$ cat src/rtl/date_counter.sv
// -----------------------------------------------------------------------------
// date_counter
// Day-of-month counter. Advances on day_tick, wraps after the last day of the
// current month and emits a one-clk dateCount carry to the month counter.
// Month length comes back from the month/year stage (month, leap).
// Supports preset via load/data with range checking (load_err), a clamp when
// the month shortens under the current date, and an enable-gated databus.
//
// Configuration macro: LEAP_YEAR_EN
//   defined   : February has 29 days when leap=1, else 28.
//   undefined : leap is ignored, February always has 28 days.
// -----------------------------------------------------------------------------
module date_counter #(
  parameter logic [4:0] RESET_DATE = 5'd1,
  parameter logic [4:0] BUS_IDLE   = 5'd0
) (
  input  logic       clk,
  input  logic       clear_n,
  input  logic       day_tick,
  input  logic       load,
  input  logic [4:0] data,
  input  logic       enable,
  input  logic [3:0] month,
  input  logic       leap,
  output logic [4:0] date,
  output logic [4:0] databus,
  output logic       dateCount,
  output logic       load_err
);

  logic [4:0] last_day_s;
  logic       load_ok_s;
  logic       at_end_s;
  logic       over_end_s;

`ifndef LEAP_YEAR_EN
  // leap has no effect in this build; tie it off to a named sink
  logic unused_leap_s;
  assign unused_leap_s = leap;
`endif

  // Month length lookup; out-of-range month codes fall back to 31 days
  always_comb begin
    last_day_s = 5'd31;
    case (month)
      4'd2: begin
`ifdef LEAP_YEAR_EN
        if (leap) begin
          last_day_s = 5'd29;
        end else begin
          last_day_s = 5'd28;
        end
`else
        last_day_s = 5'd28;
`endif
      end
      4'd4, 4'd6, 4'd9, 4'd11: last_day_s = 5'd30;
      default:                 last_day_s = 5'd31;
    endcase
  end

  // Range and end-of-month comparisons shared by load, tick and clamp paths
  always_comb begin
    load_ok_s  = 1'b0;
    at_end_s   = 1'b0;
    over_end_s = 1'b0;
    if ((data >= 5'd1) && (data <= last_day_s)) begin
      load_ok_s = 1'b1;
    end else begin
      load_ok_s = 1'b0;
    end
    if (date >= last_day_s) begin
      at_end_s = 1'b1;
    end else begin
      at_end_s = 1'b0;
    end
    if (date > last_day_s) begin
      over_end_s = 1'b1;
    end else begin
      over_end_s = 1'b0;
    end
  end

  // Date state with priority clear_n > load > day_tick > clamp > hold
  always_ff @(posedge clk) begin
    if (!clear_n) begin
      date      <= RESET_DATE;
      dateCount <= 1'b0;
      load_err  <= 1'b0;
    end else if (load) begin
      // a tick arriving with a load is intentionally dropped
      dateCount <= 1'b0;
      if (load_ok_s) begin
        date     <= data;
        load_err <= 1'b0;
      end else begin
        date     <= RESET_DATE;
        load_err <= 1'b1;
      end
    end else if (day_tick) begin
      load_err <= 1'b0;
      if (at_end_s) begin
        date      <= 5'd1;
        dateCount <= 1'b1;
      end else begin
        date      <= date + 5'd1;
        dateCount <= 1'b0;
      end
    end else if (over_end_s) begin
      // month got shorter under us: pull back to its last day, no carry
      date      <= last_day_s;
      dateCount <= 1'b0;
      load_err  <= 1'b0;
    end else begin
      date      <= date;
      dateCount <= 1'b0;
      load_err  <= 1'b0;
    end
  end

  // Readout is unregistered so the bus follows enable in the same cycle
  assign databus = enable ? date : BUS_IDLE;

endmodule

$ cat config.mk
export PLATFORM = sky130hd
export DESIGN_NAME = date_counter
export DESIGN_NICKNAME = d
export VERILOG_FILES = /design/src/rtl/date_counter.sv
export SDC_FILE = /design/constraint.sdc
export NUM_CORES = 1
export LEC_CHECK = 0
export CORE_MARGIN = 10
export CORE_UTILIZATION = 36
export DETAILED_ROUTE_END_ITERATION = 16
export GPL_ROUTABILITY_DRIVEN = 0
export PLACE_DENSITY = 0.79
export SLEW_MARGIN = 0
export SYNTH_ARGS = -nofsm -noshare
export SYNTH_HDL_FRONTEND = slang
export SYNTH_SLANG_ARGS = --single-unit
$ cat constraint.sdc
create_clock -name clk -period 2.2 [get_ports clk]
set_input_delay 0.44 -clock clk [delete_from_list [all_inputs] [get_ports clk]]
set_output_delay 0.44 -clock clk [all_outputs]
set_load 0.02 [all_outputs]
==> results of run 1 <==
## power by group through the flow
| stage | Sequential [W] | Combinational (W) | Clock (W) |
|---|---|---|---|
| 6_report | 0.000148 | 0.000181 | 0.000125 |
| 5_1_grt | 0.000150 | 0.000195 | 0.000134 |
| 4_1_cts | 0.000148 | 0.000176 | 0.000131 |
| 3_5_place_dp | 0.000150 | 0.000169 | 0 |
| 3_3_place_gp | 0.000151 | 0.000167 | 0 |
| 2_1_floorplan | 0.000159 | 0.0000767 | 0 |
## cell usage after synthesis, types with 2 or more instances
cell type  n  area share (%)
o21ai_0    4             3.4
dfxtp_1    7              24
inv_1      4             2.6
nand2_1    2             1.3
and3_1     3             3.2
ha_1       3             6.4
a221oi_1   4             6.0
xnor2_1    2             3.0
nor2_1     7             4.5
a21oi_1    2             1.7
and2_1     5             5.4
nand3_1    3             2.6
## path summary, 6_finish.rpt
check / startpoint / end / slack [ns] / cells after the start
worst max-delay path: enable / databus[3] / 0.07 / 3
worst min-delay path: date[1]$_SDFFE_PN0P_ / date[1]$_SDFFE_PN0P_ / 0.58 / 2
worst max register to register: date[0]$_SDFFE_PN1P_ / date[0]$_SDFFE_PN1P_ / 0.34 / 7
worst min register to register: date[1]$_SDFFE_PN0P_ / date[1]$_SDFFE_PN0P_ / 0.58 / 2
## kinds of logic (layout without fill, tap and decap cells)
family	count (synthesis)	after routing	share of synthesized area, %
adder cells (fa/ha/maj)	5	5	10.1
buffers and inverters	5	43	4.50
flip-flops	7	7	24.0
AO/OA/AOI/OAI	18	18	27.6
AND/OR/NAND/NOR	29	29	30.8
XOR/XNOR	2	2	3.00
## worst min-delay path: stages (launching register included)
cell and delay, ns:
dfxtp_1 0.38, inv_1 0.08, a221oi_1 0.07
## layer usage
| metal | wire length [um] | share of wire (%) |
|---|---|---|
| met1 | 701 | 37 |
| met3 | 185 | 9.8 |
| met5 | 0 | 0 |
| met2 | 963 | 51 |
| met4 | 30 | 1.6 |
## through the flow
stage               cell area (um^2)  total power, W  setup slack (ns)
floorplan                        592        0.000236           0.00817
global placement                 918        0.000318            -0.490
detailed placement               918        0.000319            -0.548
CTS                              966        0.000455           0.00681
global route                     972        0.000479            0.0130
finish                           972        0.000454            0.0680
## timing repair
| item | CTS | global route |
|---|---|---|
| cloned | 0 | 0 |
| endpoints found under the hold margin | 0 | 0 |
| gates resized for setup | 9 | 9 |
| buffers inserted | 1 | 0 |
| setup endpoints to repair | 5 | 5 |
| pin swaps | 6 | 10 |
| hold buffers | 0 | 0 |
## layout by cell type (no fill, tap or decap), drive strengths merged
cell	n
nand3	3
nand2b	1
maj3	2
a311oi	1
nand2	2
a21oi	3
inv	4
buf	10
o21bai	1
or2	1
and3	3
ha	3
nor4b	2
o31a	1
o21ai	4
or4	1
clkbuf	8
nor3b	1
a31oi	1
nand3b	1
a221o	1
dfxtp	7
o211ai	1
xnor2	2
a221oi	4
nor2	7
nor3	1
and2	6
clkdlybuf4s50	21
a2111oi	1
## layout make-up
type	instances	area [um^2]	area share [%]
multi-input cells	54	465	47.9
repair buffers	35	305	31.4
flip-flops and latches	7	140	14.4
clock buffers	4	26.3	2.70
well taps	16	20.0	2.06
inverters	4	15.0	1.54
## state kept, by name, indices dropped and copies added (netlist names)
signal / flops
date: 5
dateCount: 1
load_err: 1
==> impl_metrics.toml, run 1 <==
[timing]
fin_setup_tns_ns = 0
setup_viol = 0
slew_headroom_pct = 72.2
hold_violations = 0
finClkSkew_ns = 0.00808
layout_min_cycle_time_ns = 2.13
finalCritPeriodShare_pct = 96.9
rsz0062_at_grt = "false"
fmax_mhz = 469
whs_ns = 0.579
slew_viol_final = 0
worst_slew_pin_slew_ns = 0.416

[drt]
drt_iter0_markers = 7
avgViaCountPerCell = 5.57
ant_nets = 0
wire_per_inst_um = 15.7
vias = 668
drt_wl_total_mm = 1.88
first_pass_iters = 4
drc = 0

[pwr]
p_sw_w = 0.000151
intPower_w = 0.000303
clkPwrFrac_pct = 27.5
pwr-share-seq_pct = 32.5
ir_worst_vdd_uv = 273
leakage_nw = 0.392
sw_frac_of_total_pct = 33.3
power.density_nw_per_um2 = 467
p_comb_share_pct = 40.0

[worst_setup_path]
path_max_fanout = 5
worstSetupPathType = "in -> out"
crit_buf_inv = 2
path_common_cell = "clkdlybuf4s50_1"
crit_chain = "clkdlybuf4s50_1 -> and2_1 -> clkdlybuf4s50_1"
crit_required_ns = 1.76
crit_slowest_cell = "clkdlybuf4s50_1"
arrival_ns = 1.69
startpoint_type = "input pin"
crit_family = "buffers and inverters"
end_kind = "output port"
crit_path_max_incr_delay_ns = 0.61

[clock_tree]
cts.htree.levels = 1
clk_pin_slew_ns = 0.05
cts_buffers = 3
cts_sinks = 7
clock_latency_ns = 0.27
root_buffer = "clkbuf_4"
cts_tree = "done"
clockBufferDepth = 2

[die]
fp-row-count = 14
die_width_um = 60.3
coreArea_um2 = 1520
initial_core_util_pct = 38.3
die-area_um2 = 3630
io_pins = 27
fp.dieH_um = 60.3

[cells_and_area]
diodes = 0
nFillCells = 144
drive_gt1_share_pct = 29.8
area_growth_pct = 66.4
final_cells = 120
nNetsFinal = 123
post-route-util_pct = 63.8

[global_routing]
gr-usage-met3_pct = 6.36
groute.usage.overall_pct = 11.2
antenna_found_initial = 0
met1_usage_pct = 10.1
grt_max_degree = 9
grt.busiest_layer = "met2"
grt_util_met2_pct = 18.1
grt_pass1_wl_mm = 3.05
overflow = 0
grt_pass1_vias = 708

[placed_design]
hpwlAfterDp_mm = 1.41
portBuffers = 25
dpl.cell_count = 115

[synthesis]
synth_flop_cell = "dfxtp_1"
syn_inst = 66
ys_seq_elements = 7
synth-edff-count = 0
netlist_area_um2 = 584
synth_nets = 84
synthDistinctLibCells = 32
ys.warnings.count = 0
synth_seq_area_share_pct = 24.0
async_flop_share_pct = 0
avgSynthCellArea_um2 = 8.85

[run_status]
status = "finished clean"

[job]
maxCapViolCount = 0

[worst_hold_path]
hold_path_class = "reg -> reg"
(Power assumes the default switching activity.)
==> run 2, diff against run 1 <==
--- a/config.mk
+++ b/config.mk
@@ -5,11 +5,13 @@
 export SDC_FILE = /design/constraint.sdc
 export NUM_CORES = 1
 export LEC_CHECK = 0
+export CELL_PAD_IN_SITES_DETAIL_PLACEMENT = 1
+export CELL_PAD_IN_SITES_GLOBAL_PLACEMENT = 1
 export CORE_MARGIN = 10
-export CORE_UTILIZATION = 36
+export CORE_UTILIZATION = 25
 export DETAILED_ROUTE_END_ITERATION = 16
 export GPL_ROUTABILITY_DRIVEN = 0
-export PLACE_DENSITY = 0.79
+export PLACE_DENSITY = 0.77
 export SLEW_MARGIN = 0
 export SYNTH_ARGS = -nofsm -noshare
 export SYNTH_HDL_FRONTEND = slang
==> impl_metrics.toml, run 2 (same netlist as run 1, synthesis figures left out) <==
[run_status]
status = "finished clean"

[worst_setup_path]
r2r-end = "date[0]$_SDFFE_PN1P_"
crit_start = "month[3]"
crit_required_ns = 2.33
crit_end = "date[0]$_SDFFE_PN1P_"
end_kind = "register"
r2r_slack_ns = 0.41
startpoint_type = "input pin"
arrival_ns = 2.25
path_max_fanout = 3
rr_startpoint = "date[0]$_SDFFE_PN1P_"
rr_worst_depth = 7
worstSetupPathType = "in -> reg"

[clock_tree]
clk_pin_slew_ns = 0.05
cts_sinks = 7
clock_latency_ns = 0.25
clockBufferDepth = 2
root_buffer = "clkbuf_4"
cts_tree = "done"
cts_buffers = 3
cts.htree.levels = 1
cts-hold-fix-buffers = 0

[cells_and_area]
post-route-util_pct = 44.7
nNetsFinal = 124
regMostFlops = "date"
largest_registers = "date x5, dateCount x1, load_err x1"
nFillCells = 275
diodes = 0
area_growth_pct = 69.4
final_common_cell = "clkdlybuf4s50_1"
drive_gt1_share_pct = 27.6
fin_area_um2 = 990
mostFrequentLayoutCells = "clkdlybuf4s50_1, buf_4, nor2_1, dfxtp_1"
largest_register_ffs = 5

[timing]
whs_ns = 0.571
finalCritPeriodShare_pct = 96.2
rsz0062_at_grt = "true"
slew_viol_final = 0
setup_viol = 0
fmax_mhz = 473
worst_slew_pin_slew_ns = 0.382
fin_setup_tns_ns = 0
hold_violations = 0
layout_min_cycle_time_ns = 2.12
finClkSkew_ns = 0.00528
slew_headroom_pct = 74.5

[die]
die_width_um = 68.3
fp.dieH_um = 68.3
die-area_um2 = 4670
coreArea_um2 = 2210
fp-row-count = 17
io_pins = 27
initial_core_util_pct = 26.4

[pwr]
ir_worst_vdd_uv = 222
pwr-share-seq_pct = 33.6
leakage_nw = 0.472
p_comb_share_pct = 40.1
power.density_nw_per_um2 = 446
clkPwrFrac_pct = 26.4
p_sw_w = 0.000142
sw_frac_of_total_pct = 32.2
intPower_w = 0.000299
power_w = 0.000442

[drt]
wire_per_inst_um = 15.4
ant_nets = 0
drt_wl_total_mm = 2.05
drt_iter0_markers = 8
wl_met1_um = 689
met3_length_um = 228
highest_layer = "met4"
avgViaCountPerCell = 4.94
wl_met2_mm = 1.10
first_pass_iters = 4
vias = 657
drc = 0

[global_routing]
grt_max_degree = 9
groute.usage.overall_pct = 9.55
antenna_found_initial = 0
grt_pass1_vias = 752
grt_pass1_wl_mm = 3.43
overflow = 0

[placed_design]
dpl_cell_area_um2 = 948
portBuffers = 25
hpwlAfterDp_mm = 1.72

[job]
maxCapViolCount = 0

[worst_hold_path]
hold_path_class = "reg -> reg"
## run 2: cell count changes in the layout (fill, tap and decap cells not counted), moves of 2 or more
cell             change
dlymetal6s2s_1       +5
clkdlybuf4s50_1      -5
clkbuf_2             -3
buf_2                +2
## run 2: worst min-delay path by stage
stage	startpoint	endpoint	cells past startpoint
finish	date[1]$_SDFFE_PN0P_	date[1]$_SDFFE_PN0P_	2
global route	date[1]$_SDFFE_PN0P_	date[1]$_SDFFE_PN0P_	2
CTS	date[1]$_SDFFE_PN0P_	date[1]$_SDFFE_PN0P_	2
detailed placement	date[1]$_SDFFE_PN0P_	date[1]$_SDFFE_PN0P_	2
global placement	date[1]$_SDFFE_PN0P_	date[1]$_SDFFE_PN0P_	2
floorplan	load	dateCount$_SDFF_PP0_	1
## run 2: area by class of cell
class | count | area (um^2) | area share, %
well taps | 28 | 35.0 | 3.54
inverters | 4 | 15.0 | 1.52
flip-flops and latches | 7 | 140 | 14.2
multi-input cells | 54 | 442 | 44.6
repair buffers | 36 | 332 | 33.5
clock buffers | 4 | 26.3 | 2.65
## run 2: timing repair
action                     4_1_cts  5_1_grt
setup endpoints to repair        5       10
setup buffers                    0        0
pin swaps                        6        3
resized for setup               15        7
## run 2: power by group through the flow
stage / clock, W / sequential, W / combinational [W]
6_report: 0.000116 / 0.000148 / 0.000177
5_1_grt: 0.000128 / 0.000150 / 0.000194
4_1_cts: 0.000119 / 0.000148 / 0.000180
3_5_place_dp: 0 / 0.000151 / 0.000177
3_3_place_gp: 0 / 0.000151 / 0.000171
2_1_floorplan: 0 / 0.000159 / 0.0000767
## run 2: per-layer routing
layer,track usage (%),up-vias
li1,-,326
met5,0,-
met1,8.54,306
met4,4.52,0
met2,17.6,20
met3,4.73,5
## run 2: metrics by stage
| step | instances | setup slack, ns |
|---|---|---|
| 2_1_floorplan | 66 | 0.00817 |
| 3_3_place_gp | 129 | -0.486 |
| 3_5_place_dp | 129 | -0.562 |
| 4_1_cts | 133 | 0.0110 |
| 5_1_grt | 133 | -0.0250 |
| 6_report | 133 | 0.0843 |
## run 2: critical path, cell delays in order
cell             delay (ns)
clkdlybuf4s15_2        0.20
o31a_1                 0.28
ha_1                   0.31
nand2b_4               0.14
maj3_2                 0.34
a21oi_4                0.15
nand3_1                0.09
a221o_1                0.29
